### src/rtl/kd_sort_sequencer_if.sv
// Bus bundle between the kd-tree sort sequencer, the point loader, the search
// logic and the cluster compare-exchange element.
interface kd_sort_sequencer_if #(
    parameter int DIM        = 3,
    parameter int DATA_RANGE = 255,
    parameter int LEVELS     = 3,
    parameter int MAX_SWEEPS = 16
);
    localparam int DW = $clog2(DATA_RANGE);
    localparam int CW = DIM * DW;
    localparam int N  = 2**LEVELS - 1;
    localparam int AW = $clog2(N);
    localparam int SW = $clog2(MAX_SWEEPS + 1);
    localparam int XW = (DIM > 1) ? $clog2(DIM) : 1;

    logic          start;
    logic          wr_en;
    logic [AW-1:0] wr_addr;
    logic [CW-1:0] wr_data;
    logic [AW-1:0] rd_addr;
    logic [CW-1:0] rd_data;
    logic          busy;
    logic          done;
    logic          timeout;
    logic [SW-1:0] sweep_count;
    logic          ce_en;
    logic          ce_sorting;
    logic          ce_point_prop;
    logic          ce_left_en;
    logic          ce_right_en;
    logic [CW-1:0] ce_left;
    logic [CW-1:0] ce_parent;
    logic [CW-1:0] ce_right;
    logic [XW-1:0] ce_axis;
    logic          ce_stable;
    logic [CW-1:0] ce_new_left;
    logic [CW-1:0] ce_new_parent;
    logic [CW-1:0] ce_new_right;

    modport slave (
        input  start, wr_en, wr_addr, wr_data, rd_addr,
        input  ce_stable, ce_new_left, ce_new_parent, ce_new_right,
        output rd_data, busy, done, timeout, sweep_count,
        output ce_en, ce_sorting, ce_point_prop, ce_left_en, ce_right_en,
        output ce_left, ce_parent, ce_right, ce_axis
    );

    modport master (
        output start, wr_en, wr_addr, wr_data, rd_addr,
        output ce_stable, ce_new_left, ce_new_parent, ce_new_right,
        input  rd_data, busy, done, timeout, sweep_count,
        input  ce_en, ce_sorting, ce_point_prop, ce_left_en, ce_right_en,
        input  ce_left, ce_parent, ce_right, ce_axis
    );
endinterface

### src/rtl/kd_sort_sequencer.sv
// Heap-ordered cluster-center register file that repeatedly sweeps an external
// compare-exchange element over every internal node until the tree is stable.
module kd_sort_sequencer #(
    parameter int DIM        = 3,
    parameter int DATA_RANGE = 255,
    parameter int LEVELS     = 3,
    parameter int MAX_SWEEPS = 16
) (
    input  logic                 clk,
    input  logic                 rst,
    kd_sort_sequencer_if.slave   bus
);
    localparam int DW = $clog2(DATA_RANGE);
    localparam int CW = DIM * DW;
    localparam int N  = 2**LEVELS - 1;
    localparam int K  = 2**(LEVELS-1) - 1;
    localparam int AW = $clog2(N);
    localparam int SW = $clog2(MAX_SWEEPS + 1);
    localparam int XW = (DIM > 1) ? $clog2(DIM) : 1;

    typedef enum logic [2:0] {
        S_IDLE,
        S_ISSUE,
        S_EVAL,
        S_CHECK,
        S_DONE
    } state_t;

    state_t        r_state;
    state_t        w_next;
    logic [CW-1:0] r_mem [N];
    logic [AW-1:0] r_idx;
    logic          r_dirty;
    logic [SW-1:0] r_sweep;
    logic          r_timeout;
    logic [CW-1:0] r_op_left_p0;
    logic [CW-1:0] r_op_parent_p0;
    logic [CW-1:0] r_op_right_p0;
    logic [XW-1:0] r_op_axis_p0;
    logic [AW-1:0] w_left;
    logic [AW-1:0] w_right;
    logic          w_last;
    logic          w_eval;
    logic          w_done;
    logic          w_limit;

    // Split axis = tree level of node idx, cycling through the coordinates.
    function automatic logic [XW-1:0] axis_of(input logic [AW-1:0] idx);
        int v;
        int lvl;
        v   = int'(idx) + 1;
        lvl = 0;
        for (int b = 1; b <= AW; b++) begin
            if (v >= (1 << b)) lvl = b;
        end
        return XW'(lvl % DIM);
    endfunction

    assign w_left  = {r_idx[AW-2:0], 1'b1};
    assign w_right = {r_idx[AW-2:0], 1'b0} + AW'(2);
    assign w_last  = (r_idx == AW'(K - 1));
    assign w_limit = (r_sweep == SW'(MAX_SWEEPS));

    always_ff @(posedge clk) begin
        if (rst) r_state <= S_IDLE;
        else     r_state <= w_next;
    end

    always_comb begin
        w_next = r_state;
        w_eval = 1'b0;
        w_done = 1'b0;
        case (r_state)
            S_IDLE:  if (bus.start) w_next = S_ISSUE;
            S_ISSUE: w_next = S_EVAL;
            S_EVAL: begin
                w_eval = 1'b1;
                w_next = w_last ? S_CHECK : S_ISSUE;
            end
            S_CHECK: begin
                if (!r_dirty || w_limit) w_next = S_DONE;
                else                     w_next = S_ISSUE;
            end
            S_DONE: begin
                w_done = 1'b1;
                w_next = S_IDLE;
            end
            default: w_next = S_IDLE;
        endcase
    end

    // ISSUE captures operands; EVAL writes the CE results back in place.
    always_ff @(posedge clk) begin
        if (rst) begin
            r_idx          <= '0;
            r_dirty        <= 1'b0;
            r_sweep        <= '0;
            r_timeout      <= 1'b0;
            r_op_left_p0   <= '0;
            r_op_parent_p0 <= '0;
            r_op_right_p0  <= '0;
            r_op_axis_p0   <= '0;
            for (int n = 0; n < N; n++) r_mem[n] <= '0;
        end else begin
            case (r_state)
                S_IDLE: begin
                    if (bus.wr_en && (bus.wr_addr < AW'(N))) r_mem[bus.wr_addr] <= bus.wr_data;
                    if (bus.start) begin
                        r_idx     <= '0;
                        r_dirty   <= 1'b0;
                        r_sweep   <= '0;
                        r_timeout <= 1'b0;
                    end
                end
                S_ISSUE: begin
                    r_op_left_p0   <= r_mem[w_left];
                    r_op_parent_p0 <= r_mem[r_idx];
                    r_op_right_p0  <= r_mem[w_right];
                    r_op_axis_p0   <= axis_of(r_idx);
                end
                S_EVAL: begin
                    r_mem[w_left]  <= bus.ce_new_left;
                    r_mem[r_idx]   <= bus.ce_new_parent;
                    r_mem[w_right] <= bus.ce_new_right;
                    if (!bus.ce_stable) r_dirty <= 1'b1;
                    if (w_last) r_sweep <= r_sweep + SW'(1);
                    else        r_idx   <= r_idx + AW'(1);
                end
                S_CHECK: begin
                    if (r_dirty && w_limit) begin
                        r_timeout <= 1'b1;
                    end else if (r_dirty) begin
                        r_idx   <= '0;
                        r_dirty <= 1'b0;
                    end
                end
                default: ;
            endcase
        end
    end

    assign bus.rd_data       = (bus.rd_addr < AW'(N)) ? r_mem[bus.rd_addr] : '0;
    assign bus.busy          = (r_state != S_IDLE);
    assign bus.done          = w_done;
    assign bus.timeout       = r_timeout;
    assign bus.sweep_count   = r_sweep;
    assign bus.ce_en         = w_eval;
    assign bus.ce_sorting    = w_eval;
    assign bus.ce_point_prop = 1'b0;
    assign bus.ce_left_en    = w_eval;
    assign bus.ce_right_en   = w_eval;
    assign bus.ce_left       = r_op_left_p0;
    assign bus.ce_parent     = r_op_parent_p0;
    assign bus.ce_right      = r_op_right_p0;
    assign bus.ce_axis       = r_op_axis_p0;
endmodule

### src/flat_wrapper.sv
// flat-port wrapper written by rule: the top's interface ports become plain ports
module kd_sort_sequencer_flat 
#(
    parameter int DIM        = 3,
    parameter int DATA_RANGE = 255,
    parameter int LEVELS     = 3,
    parameter int MAX_SWEEPS = 16
)
  (clk, rst, bus_start, bus_wr_en, bus_wr_addr, bus_wr_data, bus_rd_addr, bus_ce_stable, bus_ce_new_left, bus_ce_new_parent, bus_ce_new_right, bus_rd_data, bus_busy, bus_done, bus_timeout, bus_sweep_count, bus_ce_en, bus_ce_sorting, bus_ce_point_prop, bus_ce_left_en, bus_ce_right_en, bus_ce_left, bus_ce_parent, bus_ce_right, bus_ce_axis);
  kd_sort_sequencer_if #(.DIM(DIM), .DATA_RANGE(DATA_RANGE), .LEVELS(LEVELS), .MAX_SWEEPS(MAX_SWEEPS)) bus_i ();
  input  logic clk;
  input  logic rst;
  input wire logic [$bits(bus_i.start)-1:0] bus_start;
  input wire logic [$bits(bus_i.wr_en)-1:0] bus_wr_en;
  input wire logic [$bits(bus_i.wr_addr)-1:0] bus_wr_addr;
  input wire logic [$bits(bus_i.wr_data)-1:0] bus_wr_data;
  input wire logic [$bits(bus_i.rd_addr)-1:0] bus_rd_addr;
  input wire logic [$bits(bus_i.ce_stable)-1:0] bus_ce_stable;
  input wire logic [$bits(bus_i.ce_new_left)-1:0] bus_ce_new_left;
  input wire logic [$bits(bus_i.ce_new_parent)-1:0] bus_ce_new_parent;
  input wire logic [$bits(bus_i.ce_new_right)-1:0] bus_ce_new_right;
  output wire logic [$bits(bus_i.rd_data)-1:0] bus_rd_data;
  output wire logic [$bits(bus_i.busy)-1:0] bus_busy;
  output wire logic [$bits(bus_i.done)-1:0] bus_done;
  output wire logic [$bits(bus_i.timeout)-1:0] bus_timeout;
  output wire logic [$bits(bus_i.sweep_count)-1:0] bus_sweep_count;
  output wire logic [$bits(bus_i.ce_en)-1:0] bus_ce_en;
  output wire logic [$bits(bus_i.ce_sorting)-1:0] bus_ce_sorting;
  output wire logic [$bits(bus_i.ce_point_prop)-1:0] bus_ce_point_prop;
  output wire logic [$bits(bus_i.ce_left_en)-1:0] bus_ce_left_en;
  output wire logic [$bits(bus_i.ce_right_en)-1:0] bus_ce_right_en;
  output wire logic [$bits(bus_i.ce_left)-1:0] bus_ce_left;
  output wire logic [$bits(bus_i.ce_parent)-1:0] bus_ce_parent;
  output wire logic [$bits(bus_i.ce_right)-1:0] bus_ce_right;
  output wire logic [$bits(bus_i.ce_axis)-1:0] bus_ce_axis;
  assign bus_i.start = bus_start;
  assign bus_i.wr_en = bus_wr_en;
  assign bus_i.wr_addr = bus_wr_addr;
  assign bus_i.wr_data = bus_wr_data;
  assign bus_i.rd_addr = bus_rd_addr;
  assign bus_i.ce_stable = bus_ce_stable;
  assign bus_i.ce_new_left = bus_ce_new_left;
  assign bus_i.ce_new_parent = bus_ce_new_parent;
  assign bus_i.ce_new_right = bus_ce_new_right;
  assign bus_rd_data = bus_i.rd_data;
  assign bus_busy = bus_i.busy;
  assign bus_done = bus_i.done;
  assign bus_timeout = bus_i.timeout;
  assign bus_sweep_count = bus_i.sweep_count;
  assign bus_ce_en = bus_i.ce_en;
  assign bus_ce_sorting = bus_i.ce_sorting;
  assign bus_ce_point_prop = bus_i.ce_point_prop;
  assign bus_ce_left_en = bus_i.ce_left_en;
  assign bus_ce_right_en = bus_i.ce_right_en;
  assign bus_ce_left = bus_i.ce_left;
  assign bus_ce_parent = bus_i.ce_parent;
  assign bus_ce_right = bus_i.ce_right;
  assign bus_ce_axis = bus_i.ce_axis;
  kd_sort_sequencer #(.DIM(DIM), .DATA_RANGE(DATA_RANGE), .LEVELS(LEVELS), .MAX_SWEEPS(MAX_SWEEPS)) u_core (.clk(clk), .rst(rst), .bus(bus_i));
endmodule
### config.mk
export PLATFORM = sky130hd
export DESIGN_NAME = kd_sort_sequencer_flat
export DESIGN_NICKNAME = d
export VERILOG_FILES = /design/src/rtl/kd_sort_sequencer_if.sv /design/src/rtl/kd_sort_sequencer.sv /design/src/flat_wrapper.sv
export SDC_FILE = /design/constraint.sdc
export NUM_CORES = 1
export LEC_CHECK = 0
export CAP_MARGIN = 20
export CORE_ASPECT_RATIO = 0.5
export CORE_MARGIN = 2
export CORE_UTILIZATION = 61
export CTS_BUF_LIST = sky130_fd_sc_hd__clkbuf_16
export CTS_CLUSTER_SIZE = 28
export DETAILED_ROUTE_END_ITERATION = 8
export PLACE_DENSITY = 0.85
export SKIP_CTS_REPAIR_TIMING = 1
export SKIP_LAST_GASP = 1
export SYNTH_ARGS = -nofsm -noshare
export SYNTH_HDL_FRONTEND = slang
export SYNTH_SLANG_ARGS = --single-unit
### constraint.sdc
create_clock -name clk -period 15.4 [get_ports clk]
set_input_delay 4.62 -clock clk [delete_from_list [all_inputs] [get_ports clk]]
set_output_delay 4.62 -clock clk [all_outputs]
set_load 0.02 [all_outputs]
==> flow_metrics.tcl <==
set metrics [dict create \
    fill_cells 1789 \
    hold_violations 0 \
    r2r-start "u_core.r_state[1]$_SDFFE_PP0P_" \
    dr.first_iter.drc_count 3000 \
    clk_path_buf_depth 3 \
    tightest_slew_ns 1.16 \
    fin_area_sq_mm 0.0198 \
    synth_area_sq_mm 0.0167 \
    slew_viol_final 0 \
    ys_top_cells_by_count "nor2_1 (218), edfxtp_1 (192), a21oi_1 (162)" \
    place_area_sq_mm 0.0189 \
    finalWirelength_microns 64600 \
    place_congestion 0.938 \
    max_freq_ghz 0.0808 \
    antenna_found_initial 4 \
    ys_seq_area_share_pct 45.1 \
    synth-main-ff-cell "edfxtp_1" \
    die_h_microns 121 \
    path_delay_family "buffers and inverters" \
    status "completed" \
    critPathMaxFanout 57 \
    synthToLayoutAreaGrowth_pct 19.0 \
    drtPass1Iterations 8 \
    crit_path_frequent_cell "buf_4" \
    vias 15800 \
    grt_max_degree 72 \
    whs_ns 0.456 \
    cap_viol_max_count 0 \
    clock_skew_ns 0.00881 \
    synth.avg_cell_area_sq_um 10.5 \
    grt_setup_unrepaired "false" \
    routed_via_density 7.68 \
    synthXorXnorAreaFrac_pct 0.158 \
    clk_root_buffer_cell "clkbuf_16" \
    synth_nets 1695 \
    grt_overflow 0 \
    io_pins 218 \
    arrival_ns 7.76 \
    worst-path-buf-inv 4 \
    syn_inst 1582 \
    clock_sinks 279 \
    htree_levels 1 \
    slew_headroom_pct 22.7 \
    grt_pass1_wl_microns 93100 \
    synth_fa_ha_area_share_pct 0.451 \
    grt_pass1_vias 15000 \
    synth_simple_gate_area_share_pct 11.2 \
    synth-compound-area-share_pct 19.5 \
    fin_crit_sh_pct 80.4 \
    synth.most_common_cell "nor2_1" \
    hp-class "register to register" \
    synth-async-reset-ratio_pct 0 \
    synth_area_leader_cell "edfxtp_1" \
    setup_slack_ns 3.02 \
    ir_worst_vdd_uv 79.8 \
    core_sq_mm 0.0266 \
    p_leak_nw 6.74 \
    yosys-top-cells-area "edfxtp_1 (35%), mux4_2 (16%), dfxtp_1 (10%), nor2_1 (4.9%), a21oi_1 (4.9%)" \
    io_buffers 216 \
    synth_top_family_by_area "compound AO/OA/AOI/OAI gates" \
    initial_utilization_pct 62.5 \
    drc_errors 0 \
    finalCriticalPeriod_ns 12.38 \
    wl_per_cell_microns 31.4 \
    clkTransAtPathRegs_ns 0.06 \
    register_area_sq_mm 0.00751 \
    synth_top_area_share_pct 34.6 \
    cpPeakStageDelay_ns 0.98 \
    layout.nets 1797 \
    min-delay-start "u_core.bus.ce_right[5]$_SDFFE_PP0N_" \
    grt_util_all_layers_pct 44.4 \
    yosysUniqueCellTypes 61 \
    place_ws_ns 3.22 \
    slowest_stage "nor2b_1" \
    antenna_left 0 \
    ys_warn_count 0 \
    setup_viol 0 \
    synth-edff-count 192 \
    startpoint "bus_rd_addr[0]" \
    cts_tree "done" \
    drive_gt1_share_pct 14.6 \
    path_class "input pin to output pin" \
    ys_ff_latch 279 \
    crit_path_end_kind "output pin" \
    multi_input_area_sq_mm 0.00850 \
    start_kind "input pin" \
    die_x_microns 238 \
    clk-insertion-delay-late_ns 0.56 \
    die-area_sq_mm 0.0287 \
    finalSetupTns_ns 0 \
    cts_buffers 26 \
    required_ns 10.78 \
    dp_hpwl_microns 38900 \
    rows 42 \
    synth_mux_area_share_pct 18.8 \
    p_per_area_mw_per_mm2 95.6 \
    path_cells "buf_2 > buf_4 > nor2b_1 > buf_4 > nand2_1 > o21ai_0 > mux2_2 > clkdlybuf4s50_1" \
]
final timing paths:
| check | to | slack [ns] | cells past startpoint |
|---|---|---|---|
| setup reg to reg | u_core.r_mem[2][6]$_DFFE_PP_ | 11.32 | 6 |
| hold / removal | u_core.bus.ce_right[5]$_SDFFE_PP0N_ | 0.46 | 2 |
| hold reg to reg | u_core.bus.ce_right[5]$_SDFFE_PP0N_ | 0.46 | 2 |
| setup / recovery | bus_rd_data[6] | 3.02 | 8 |
layer usage:
layer  global-route usage [%]  share of wire, %  wire [microns]
met1                     56.3                32           21000
met2                     63.7                41           26800
met3                     21.8                20           13100
met4                     20.6               5.5            3570
met5                     3.03              0.36             233
kinds of logic after synthesis:
group                      count (synthesis)
AOI/OAI and AO/OA                        490
DFF                                      279
xor gates and xnor gates                   3
other                                      1
muxes                                    160
buffers and inverters                    193
adders and majority gates                  6
and+or+nand+nor                          450
tightest hold or removal path: cells and delay by family, from the launching register on:
| kind | cells | cell delay [ns] |
|---|---|---|
| AO/OA/AOI/OAI | 1 | 0.05 |
| flip-flops | 1 | 0.31 |
| AND/OR/NAND/NOR | 1 | 0.05 |
state kept, by name (all words and copies together) (netlist names):
register	flops
u_core.bus.timeout	1
u_core.r_state	3
u_core.bus.ce_parent	24
u_core.bus.ce_axis	2
u_core.bus.ce_right	24
u_core.bus.ce_left	24
u_core.r_idx	3
u_core.r_mem	192
u_core.r_dirty	1
u_core.bus.sweep_count	5
cell usage in the layout, fill, tap and decap left out, drive strengths merged, types with 5 or more instances in the layout:
cell type / netlist / final
nor2: 218 / 218
clkdlybuf4s50: 0 / 213
edfxtp: 192 / 192
a21oi: 162 / 162
nand2: 158 / 158
mux4: 120 / 120
dfxtp: 87 / 87
a22o: 72 / 72
o21ai: 72 / 72
a22oi: 49 / 49
buf: 53 / 41
o22ai: 30 / 30
nor3: 29 / 29
clkbuf: 127 / 27
a311oi: 26 / 26
o21a: 24 / 24
a221o: 23 / 23
mux2: 22 / 22
mux2i: 18 / 18
clkinv: 1 / 15
inv: 12 / 14
o31ai: 9 / 9
nor2b: 7 / 7
ha: 6 / 6
diode: 0 / 5
nand2b: 5 / 5
a211oi: 5 / 5
nand4: 5 / 5
or3: 5 / 5
nand3: 5 / 5
cell type report:
type | instances | area share, %
multi-input combinational | 1110 | 42.8
sequential | 279 | 37.9
timing repair buffer | 254 | 12.4
clock buffer | 27 | 3.41
tap | 352 | 2.22
clock inverter | 21 | 0.978
inverter | 13 | 0.246
antenna | 5 | 0.0631
power breakdown:
part           switching [mW]  internal (mW)  total, mW
Combinational           0.186          0.141      0.327
Clock                   0.302          0.383      0.685
Sequential             0.0373          0.848      0.885
Total                   0.525           1.37       1.90
per-stage QoR:
step	std cells	util, %	power (mW)
after floorplan	1582	-	1.07
after global placement	2007	71.0	1.20
after detailed placement	2007	71.0	1.21
after CTS	2055	74.3	1.88
after global routing	2057	74.4	1.93
final	2061	74.5	1.90
No activity file was read; power rests on OpenSTA's default activity.
